File: src/rtl/pc_sequencer.sv
// pc_sequencer -- fetch-stage program counter for the pipelined MIPS core.
//
// Holds the fetch PC and produces PC+STEP. Each edge it picks the next PC
// from one of: the sequential step, a branch/jump redirect, the exception
// entry, or the ERET return address. A redirect that arrives while the
// decode stage is stalling is held in a one-entry buffer, so it is applied
// on the first cycle the stall drops instead of being lost.
//
// Optional feature: define PC_FETCH_CNT_EN to add the fetch_cnt output.
// It is a 32-bit wrapping count of edges on which pc_out was updated.
//
// Ports:
//   clk            in   clock; all state changes on the rising edge
//   reset          in   synchronous, active-high
//   stall          in   hold the PC (hazard stall from decode)
//   redirect_valid in   branch/jump taken this cycle
//   redirect_pc    in   redirect target
//   exc_req        in   enter the exception handler (highest priority)
//   eret_req       in   return from exception to epc_in
//   epc_in         in   return address from CP0
//   pc_out         out  current fetch PC (registered)
//   pc_plus_step   out  pc_out + STEP, modulo 2^WIDTH
//   pend_valid     out  a buffered redirect is waiting
//   pc_misaligned  out  pc_out[1:0] != 0 (flag only; CP0 decides)
//   fetch_cnt      out  update count (only with PC_FETCH_CNT_EN)
module pc_sequencer #(
  parameter int unsigned          WIDTH    = 32,
  parameter int unsigned          STEP     = 4,
  parameter logic [WIDTH-1:0]     RESET_PC = WIDTH'(32'h0000_3000),
  parameter logic [WIDTH-1:0]     EXC_PC   = WIDTH'(32'h0000_4180)
) (
  input  logic             clk,
  input  logic             reset,
  input  logic             stall,
  input  logic             redirect_valid,
  input  logic [WIDTH-1:0] redirect_pc,
  input  logic             exc_req,
  input  logic             eret_req,
  input  logic [WIDTH-1:0] epc_in,
  output logic [WIDTH-1:0] pc_out,
  output logic [WIDTH-1:0] pc_plus_step,
  output logic             pend_valid,
  output logic             pc_misaligned
`ifdef PC_FETCH_CNT_EN
  ,
  output logic [31:0]      fetch_cnt
`endif
);

  typedef enum logic {IDLE, PEND} state_t;

  state_t           r_state, w_state_nxt;
  logic [WIDTH-1:0] r_pc, w_pc_nxt;
  logic [WIDTH-1:0] r_pend_pc, w_pend_pc_nxt;
  logic [WIDTH-1:0] w_pc_plus;
  logic             w_pc_upd;

  assign w_pc_plus     = r_pc + WIDTH'(STEP);
  assign pc_out        = r_pc;
  assign pc_plus_step  = w_pc_plus;
  assign pend_valid    = (r_state == PEND);
  assign pc_misaligned = |r_pc[1:0];

  always_ff @(posedge clk) begin
    if (reset) begin
      r_state   <= IDLE;
      r_pc      <= RESET_PC;
      r_pend_pc <= '0;
    end else begin
      r_state   <= w_state_nxt;
      r_pc      <= w_pc_nxt;
      r_pend_pc <= w_pend_pc_nxt;
    end
  end

  // Next-PC selection, first match wins. Leaving PEND is enough to discard a
  // buffered target; pend_pc itself is simply overwritten by the next one.
  always_comb begin
    w_state_nxt   = r_state;
    w_pc_nxt      = r_pc;
    w_pend_pc_nxt = r_pend_pc;
    w_pc_upd      = 1'b0;
    if (exc_req) begin
      w_pc_nxt    = EXC_PC;
      w_state_nxt = IDLE;
      w_pc_upd    = 1'b1;
    end else if (eret_req) begin
      w_pc_nxt    = epc_in;
      w_state_nxt = IDLE;
      w_pc_upd    = 1'b1;
    end else if (stall) begin
      // Newest redirect wins the single buffer slot.
      if (redirect_valid) begin
        w_pend_pc_nxt = redirect_pc;
        w_state_nxt   = PEND;
      end
    end else if (redirect_valid) begin
      // A live redirect is younger than any buffered one.
      w_pc_nxt    = redirect_pc;
      w_state_nxt = IDLE;
      w_pc_upd    = 1'b1;
    end else if (r_state == PEND) begin
      w_pc_nxt    = r_pend_pc;
      w_state_nxt = IDLE;
      w_pc_upd    = 1'b1;
    end else begin
      w_pc_nxt = w_pc_plus;
      w_pc_upd = 1'b1;
    end
  end

`ifdef PC_FETCH_CNT_EN
  logic [31:0] r_fetch_cnt;

  always_ff @(posedge clk) begin
    if (reset)         r_fetch_cnt <= '0;
    else if (w_pc_upd) r_fetch_cnt <= r_fetch_cnt + 32'd1;
  end

  assign fetch_cnt = r_fetch_cnt;
`else
  // Update strobe only feeds the optional counter.
  logic w_unused;
  assign w_unused = w_pc_upd;
`endif

endmodule

File: config.mk
export PLATFORM = sky130hd
export DESIGN_NAME = pc_sequencer
export DESIGN_NICKNAME = d
export VERILOG_FILES = /design/src/rtl/pc_sequencer.sv
export SDC_FILE = /design/constraint.sdc
export NUM_CORES = 1
export LEC_CHECK = 0
export CORE_MARGIN = 5
export CORE_UTILIZATION = 39
export DETAILED_ROUTE_END_ITERATION = 6
export GPL_TIMING_DRIVEN = 0
export HOLD_SLACK_MARGIN = 0.06
export PLACE_DENSITY = 0.74
export SYNTH_ARGS = -nofsm -noshare
export SYNTH_HDL_FRONTEND = slang
export SYNTH_SLANG_ARGS = --single-unit
File: constraint.sdc
create_clock -name clk -period 1.9 [get_ports clk]
set_clock_uncertainty 0.05 [all_clocks]
set_input_delay 0.38 -clock clk [delete_from_list [all_inputs] [get_ports clk]]
set_output_delay 0.38 -clock clk [all_outputs]
set_load 0.005 [all_outputs]
==> results of run 1 <==
final timing paths:
path | from | end | slack (ps) | depth (start not counted)
worst max-delay path | pc_out[3]$_SDFFE_PP0P_ | pc_plus_step[19] | -560 | 8
worst min register to register | r_pend_pc[15]$_SDFFE_PP0P_ | r_pend_pc[15]$_SDFFE_PP0P_ | 410 | 2
worst min-delay path | r_pend_pc[15]$_SDFFE_PP0P_ | r_pend_pc[15]$_SDFFE_PP0P_ | 410 | 2
worst max register to register | pc_out[3]$_SDFFE_PP0P_ | pc_out[19]$_SDFFE_PP0P_ | -380 | 9
metrics by stage:
step,instance area [sq um],std cells,setup slack (ps),total power [mW]
6_report,7060,889,-564,3.86
5_1_grt,7060,889,-627,3.95
4_1_cts,6780,875,-462,3.77
3_5_place_dp,5530,793,-1010,2.27
3_3_place_gp,5530,793,-1030,2.26
2_1_floorplan,4030,526,-0.465,1.81
routing by layer:
layer,vias up,wire [um]
li1,2381,-
met1,2480,7530
met2,392,9100
met3,72,2140
met4,0,629
met5,-,0
state kept, by name, summed over array words and instances (netlist names), named ones only:
register,cells
r_pend_pc,32
pc_out,30
pend_valid,1
what timing repair did:
item,CTS,global route
hold buffers,0,0
pin swaps,58,36
buffers inserted,73,19
gates resized for setup,279,61
setup endpoints to repair,95,88
synthesized netlist by cell type (all sizes together), types with 5 or more instances:
master	count	area, sq um
mux2i	6	60.1
nor2	32	123
buf	10	52.6
a221o	11	110
inv	14	52.6
nand3	13	70.1
nor4	5	46.3
a21oi	64	320
nand2	87	329
xnor2	14	123
and3	7	43.8
xor2	14	123
o221ai	6	52.6
o211ai	7	52.6
nor3	18	105
o21ai	21	105
nand4	15	115
and4	6	53.8
nor2b	6	37.5
a221oi	17	149
dfxtp	65	1300
clkbuf	33	125
nand2b	5	31.3
tightest hold or removal path, cell delays in order, from the launching register on:
cell and delay (ps):
dfxtp_1 310, nand2_1 50, a21oi_1 50
cell families (layout without fill, tap and decap cells):
kind of cell,count (synthesis),in the layout,share of synthesized area
AO/OA/AOI/OAI,160,160,0.268
XOR/XNOR,28,28,0.0616
adder cells (fa/ha/maj),1,1,0.00314
buffers and inverters,57,287,0.0578
flip-flops,65,65,0.327
multiplexers,7,7,0.0179
AND/OR/NAND/NOR,208,208,0.264
cell usage in the layout, fill, tap and decap left out, types with 12 or more instances in the layout:
cell             Yosys  routed
clkdlybuf4s50_1      0     103
nand2_1             86      81
a21oi_1             64      63
buf_4                2      61
dfxtp_1             65      38
buf_6                0      30
buf_2                6      28
nor2_1              31      23
o21ai_0             21      17
dfxtp_4              0      17
inv_1               14      14
nand4_1             13      13
clkbuf_2             1      12
power by group:
part           internal, mW  leakage, nW  switching [mW]  total [mW]
combinational         0.446         2.25           0.426       0.872
sequential             1.41        0.545          0.0900        1.50
clock                 0.860        0.121           0.625        1.48
total                  2.72         2.92            1.14        3.86
cell type report:
class | instances | area share
Buffer | 39 | 0.0363
Clock buffer | 11 | 0.0230
Clock inverter | 5 | 0.0121
Inverter | 14 | 0.00745
Multi-Input combinational cell | 404 | 0.426
Sequential cell | 65 | 0.195
Tap cell | 133 | 0.0236
Timing Repair Buffer | 218 | 0.276
==> flow_metrics.py, run 1 <==
metrics = {
    "global_route": {
        "busiest_layer": "met2",
        "groute.usage.overall": 0.290,
        "use_met1": 0.379,
        "wire_length_of_the_first_global_routing_pass_um": 28500,
        "grt_max_degree": 13,
        "grt_overflow": 0,
        "vias_in_the_first_global_route": 5021,
        "gr-usage-met2": 0.468,
        "grt_use_met3": 0.0650,
        "antenna_found_initial": 0,
    },
    "floorplan": {
        "io-pin-count": 136,
        "floorplan.rows": 36,
        "fp.dieW_um": 111,
        "core_sq_mm": 0.00986,
        "initial_utilization": 0.403,
        "die_height_um": 111,
        "die_area_sq_mm": 0.0123,
    },
    "routing": {
        "antenna_left": 0,
        "via_count": 5325,
        "routed_wire_length_per_instance_um": 21.8,
        "via_per_inst": 5.99,
        "drt_first_iter_violations": 558,
        "drt-pass1-iter-count": 5,
        "route.final.wire_length_um": 19400,
        "post-route-drc-count": 0,
    },
    "worst_setup_path": {
        "cp_slowest_cell": "dfxtp_4",
        "startpoint_type": "flop",
        "path_delay_family": "simple AND/OR/NAND/NOR gates",
        "worstPathBufferInverterCount": 4,
        "required_ps": 1470,
        "critical-path-max-stage-delay_ps": 390,
        "critPathMaxFanout": 4,
        "worstPathArrival_ps": 2030,
        "cpMostUsedCell": "buf_4",
        "critical_path.endpoint_type": "output port",
        "cp_cell_sequence": "buf_4 > nand4_2 > nor4_4 > buf_4 > buf_6 > nand2_4 > xnor2_1 > buf_2",
        "path_class": "flop to output port",
    },
    "pwr": {
        "power.static_leakage_nw": 2.92,
        "irDropWorstVdd_mv": 0.411,
        "pd_cells_mw_per_mm2": 547,
    },
    "sta": {
        "setup_tns_ps": -11960,
        "rsz0062_at_grt": "true",
        "final.min_clock_period_ps": 2460,
        "hold_viol": 0,
        "timing.slew.headroom": 0.374,
        "max_freq_mhz": 406,
        "worstMarginPinSlew_ps": 935,
        "worst_hold_slack_ps": 408,
        "finalSetupViolCount": 33,
        "timing_max_transition_violations_final": 0,
        "timing.final.ws_setup_ps": -564,
        "finalCritPeriodShare": 1.30,
    },
    "clock_tree": {
        "cts_max_path_buffers": 2,
        "tritoncts": "built",
        "path_clk_slew_ps": 80,
        "cts.sink_count": 65,
        "cts_made_buffers": 9,
        "clock_latency_reported_for_the_late_side_of_the_worst_skew_pair_ps": 360,
        "clock_tree.htree_level_count": 3,
        "clock-root-buffer": "clkbuf_8",
    },
    "synth": {
        "synth_edf_count": 0,
        "yosys_warnings": 0,
        "ys.flop_type": "dfxtp_1",
        "synthesis.instances": 526,
        "syn-mean-instance-area_sq_um": 7.57,
        "synth_seq_area_share": 0.327,
        "post_synth_num_cell_types": 64,
        "synthesis.area_sq_mm": 0.00398,
        "synth.net_count": 597,
        "yosys_register_bits": 65,
        "synth-async-reset-ratio": 0,
    },
    "cells_and_area": {
        "utilization": 0.715,
        "fillers": 737,
        "syn_to_final_growth_pct": 77.3,
        "fraction_of_layout_instances_using_a_drive_strength_above_1": 0.353,
        "multi_input_comb_area_sq_mm": 0.00301,
        "num_antenna_cells": 0,
        "final-seq-area_sq_mm": 0.00138,
        "nets": 822,
    },
    "worst_hold_path": {
        "timing.hold.worst.class": "flop to flop",
    },
    "placement": {
        "gp_congestion": 0.954,
        "detailed_place_hpwl_um": 12600,
        "portbufs": 134,
    },
    "run": {
        "drv_cap": 0,
    },
    "status": {
        "run_status": "complete, but fails checks",
        "failed_checks": "negative setup slack",
    },
}
(Power assumes the default switching activity.)
==> inputs of run 2 (changes only) <==
--- a/config.mk
+++ b/config.mk
@@ -10,7 +10,7 @@
 export DETAILED_ROUTE_END_ITERATION = 6
 export GPL_TIMING_DRIVEN = 0
 export HOLD_SLACK_MARGIN = 0.06
-export PLACE_DENSITY = 0.74
+export PLACE_DENSITY = 0.71
 export SYNTH_ARGS = -nofsm -noshare
 export SYNTH_HDL_FRONTEND = slang
 export SYNTH_SLANG_ARGS = --single-unit
==> constraint.sdc (replaced) <==
create_clock -name clk -period 2.46 [get_ports clk]
set_clock_uncertainty 0.05 [all_clocks]
set_input_delay 0.492 -clock clk [delete_from_list [all_inputs] [get_ports clk]]
set_output_delay 0.492 -clock clk [all_outputs]
set_load 0.005 [all_outputs]
==> run 2 against run 1 <==
The run still ends with negative setup slack left. Count of clock-buffer cells in the layout grew 1. Via count fell by 1.8%. Utilization is 4.8 points lower. Largest cell class unchanged. Sequential share of layout area grew 1.2 points. Non-clock buffer count shrank 14. Global-route usage decreased by 1.9 points. Highest routed layer unchanged. Worst setup slack better by 530 ps.
==> flow_metrics.py, run 2 (synthesis gave the netlist of run 1 again) <==
metrics = {
    "placement": {
        "portbufs": 134,
        "detailed_place_hpwl_um": 12300,
        "dp.cells": 793,
        "gp_congestion": 0.913,
    },
    "sta": {
        "finalSetupViolCount": 6,
        "timing.slew.headroom": 0.435,
        "max_freq_mhz": 401,
        "finalCritPeriodShare": 1.01,
        "rsz0062_at_grt": "true",
        "timing_max_transition_violations_final": 0,
        "hold_viol": 0,
        "timing.final.ws_setup_ps": -36.0,
        "final.min_clock_period_ps": 2500,
        "worstMarginPinSlew_ps": 844,
    },
    "worst_setup_path": {
        "path_class": "flop to output port",
        "path_delay_family": "buffers and inverters",
        "critical_path.endpoint_type": "output port",
        "required_ps": 1920,
        "worstPathBufferInverterCount": 4,
        "cpMostUsedCell": "buf_6",
        "cp_slowest_cell": "dfxtp_4",
        "cp_cell_sequence": "ha_4 > nand4_1 > buf_6 > nor3_4 > buf_6 > buf_6 > and3_4 > xor2_1 > buf_2",
        "critical-path-max-stage-delay_ps": 380,
        "startpoint_type": "flop",
        "critPathMaxFanout": 3,
        "worstPathArrival_ps": 1950,
    },
    "floorplan": {
        "io-pin-count": 136,
        "initial_utilization": 0.403,
        "core_sq_mm": 0.00986,
        "die_height_um": 111,
        "floorplan.rows": 36,
        "fp.dieW_um": 111,
        "die_area_sq_mm": 0.0123,
    },
    "clock_tree": {
        "clock_tree.htree_level_count": 3,
        "path_clk_slew_ps": 80,
        "cts_made_buffers": 9,
        "cts.sink_count": 65,
        "clock-root-buffer": "clkbuf_8",
        "clock_latency_reported_for_the_late_side_of_the_worst_skew_pair_ps": 360,
        "cts_max_path_buffers": 2,
        "tritoncts": "built",
    },
    "pwr": {
        "power.static_leakage_nw": 2.70,
        "p_total_mw": 2.70,
        "pd_cells_mw_per_mm2": 410,
        "pwr-share-comb": 0.235,
        "intPower_mw": 1.88,
        "net-switching-power_mw": 0.812,
        "pwr-share-clk": 0.334,
        "irDropWorstVdd_mv": 0.239,
        "seq_power_share": 0.431,
        "swShare": 0.301,
    },
    "global_route": {
        "antenna_found_initial": 0,
        "wire_length_of_the_first_global_routing_pass_um": 26800,
        "grt_overflow": 0,
        "grt_max_degree": 11,
        "groute.usage.overall": 0.271,
        "vias_in_the_first_global_route": 4963,
    },
    "cells_and_area": {
        "fraction_of_layout_instances_using_a_drive_strength_above_1": 0.279,
        "nets": 808,
        "num_antenna_cells": 0,
        "largest-register": "r_pend_pc",
        "final_cell_mix": "109 x clkdlybuf4s50_1, 83 x nand2_1, 64 x a21oi_1",
        "largest_register_ff_count": 32,
        "layout_commonest_cell": "clkdlybuf4s50_1",
        "syn_to_final_growth_pct": 65.4,
        "final-instance-count-excl-fill": 874,
    },
    "status": {
        "run_status": "complete, but fails checks",
        "failed_checks": "negative setup slack",
    },
    "routing": {
        "drt_first_iter_violations": 570,
        "post-route-drc-count": 0,
        "antenna_left": 0,
        "drt-pass1-iter-count": 5,
        "route.final.wire_length_um": 18000,
        "via_per_inst": 5.98,
        "routed_wire_length_per_instance_um": 20.6,
        "via_count": 5229,
    },
    "worst_hold_path": {
        "timing.hold.worst.class": "flop to flop",
    },
    "run": {
        "drv_cap": 0,
    },
}
## run 2: layout make-up
cell class / count / area [sq um]
plain buffers: 39 / 189
well taps: 133 / 166
clock buffers: 12 / 135
repair buffers: 204 / 1830
multi-input cells: 404 / 2810
fillers: 794 / 3280
inverters: 14 / 52.6
flip-flops and latches: 65 / 1370
clock inverters: 3 / 42.5
## run 2: worst paths after layout
kind                              startpoint                    endpoint  slack, ps  cells past startpoint
hold reg to reg   r_pend_pc[30]$_SDFFE_PP0P_  r_pend_pc[30]$_SDFFE_PP0P_        410                      2
setup / recovery      pc_out[2]$_SDFFE_PP0P_            pc_plus_step[16]        -40                      9
hold / removal    r_pend_pc[30]$_SDFFE_PP0P_  r_pend_pc[30]$_SDFFE_PP0P_        410                      2
setup reg to reg      pc_out[2]$_SDFFE_PP0P_     pc_out[11]$_SDFFE_PP0P_        150                     11
## run 2: through the flow
step           worst slack [ps]  area [sq um]  hold slack (ps)  setup TNS [ps]  utilization
6_report                  -36.0          6580              407           -95.9        0.667
5_1_grt                    -118          6580              422           -1080        0.667
4_1_cts                    -104          6350              408            -472        0.644
3_5_place_dp               -627          5490              398          -26450        0.556
3_3_place_gp               -629          5490              390          -24200        0.556
2_1_floorplan               342          3980              381               0            -
## run 2: power groups by stage
stage	sequential [mW]	clock (mW)	combinational, mW
6_report	1.16	0.901	0.634
5_1_grt	1.16	0.945	0.669
4_1_cts	1.15	0.898	0.599
3_5_place_dp	1.17	0	0.576
3_3_place_gp	1.17	0	0.569
2_1_floorplan	1.16	0	0.237
## run 2: per-layer routing
metal / vias to the layer above / global-route usage / wire [um]
met5: - / 0 / 0
met4: 0 / 0.115 / 753
met3: 74 / 0.0721 / 2020
met2: 384 / 0.430 / 8250
met1: 2411 / 0.348 / 6980
li1: 2360 / - / -
## run 2: worst min-delay path, delay by kind of cell (launching register included)
kind,cells,cell delay (ps)
flip-flops,1,310
AND/OR/NAND/NOR,1,50
AO/OA/AOI/OAI,1,50
## run 2: what timing repair did
item,in CTS,in global routing
pin swaps,30,26
setup endpoints to repair,63,65
hold buffers,0,0
gates resized for setup,181,57
setup buffers,57,18
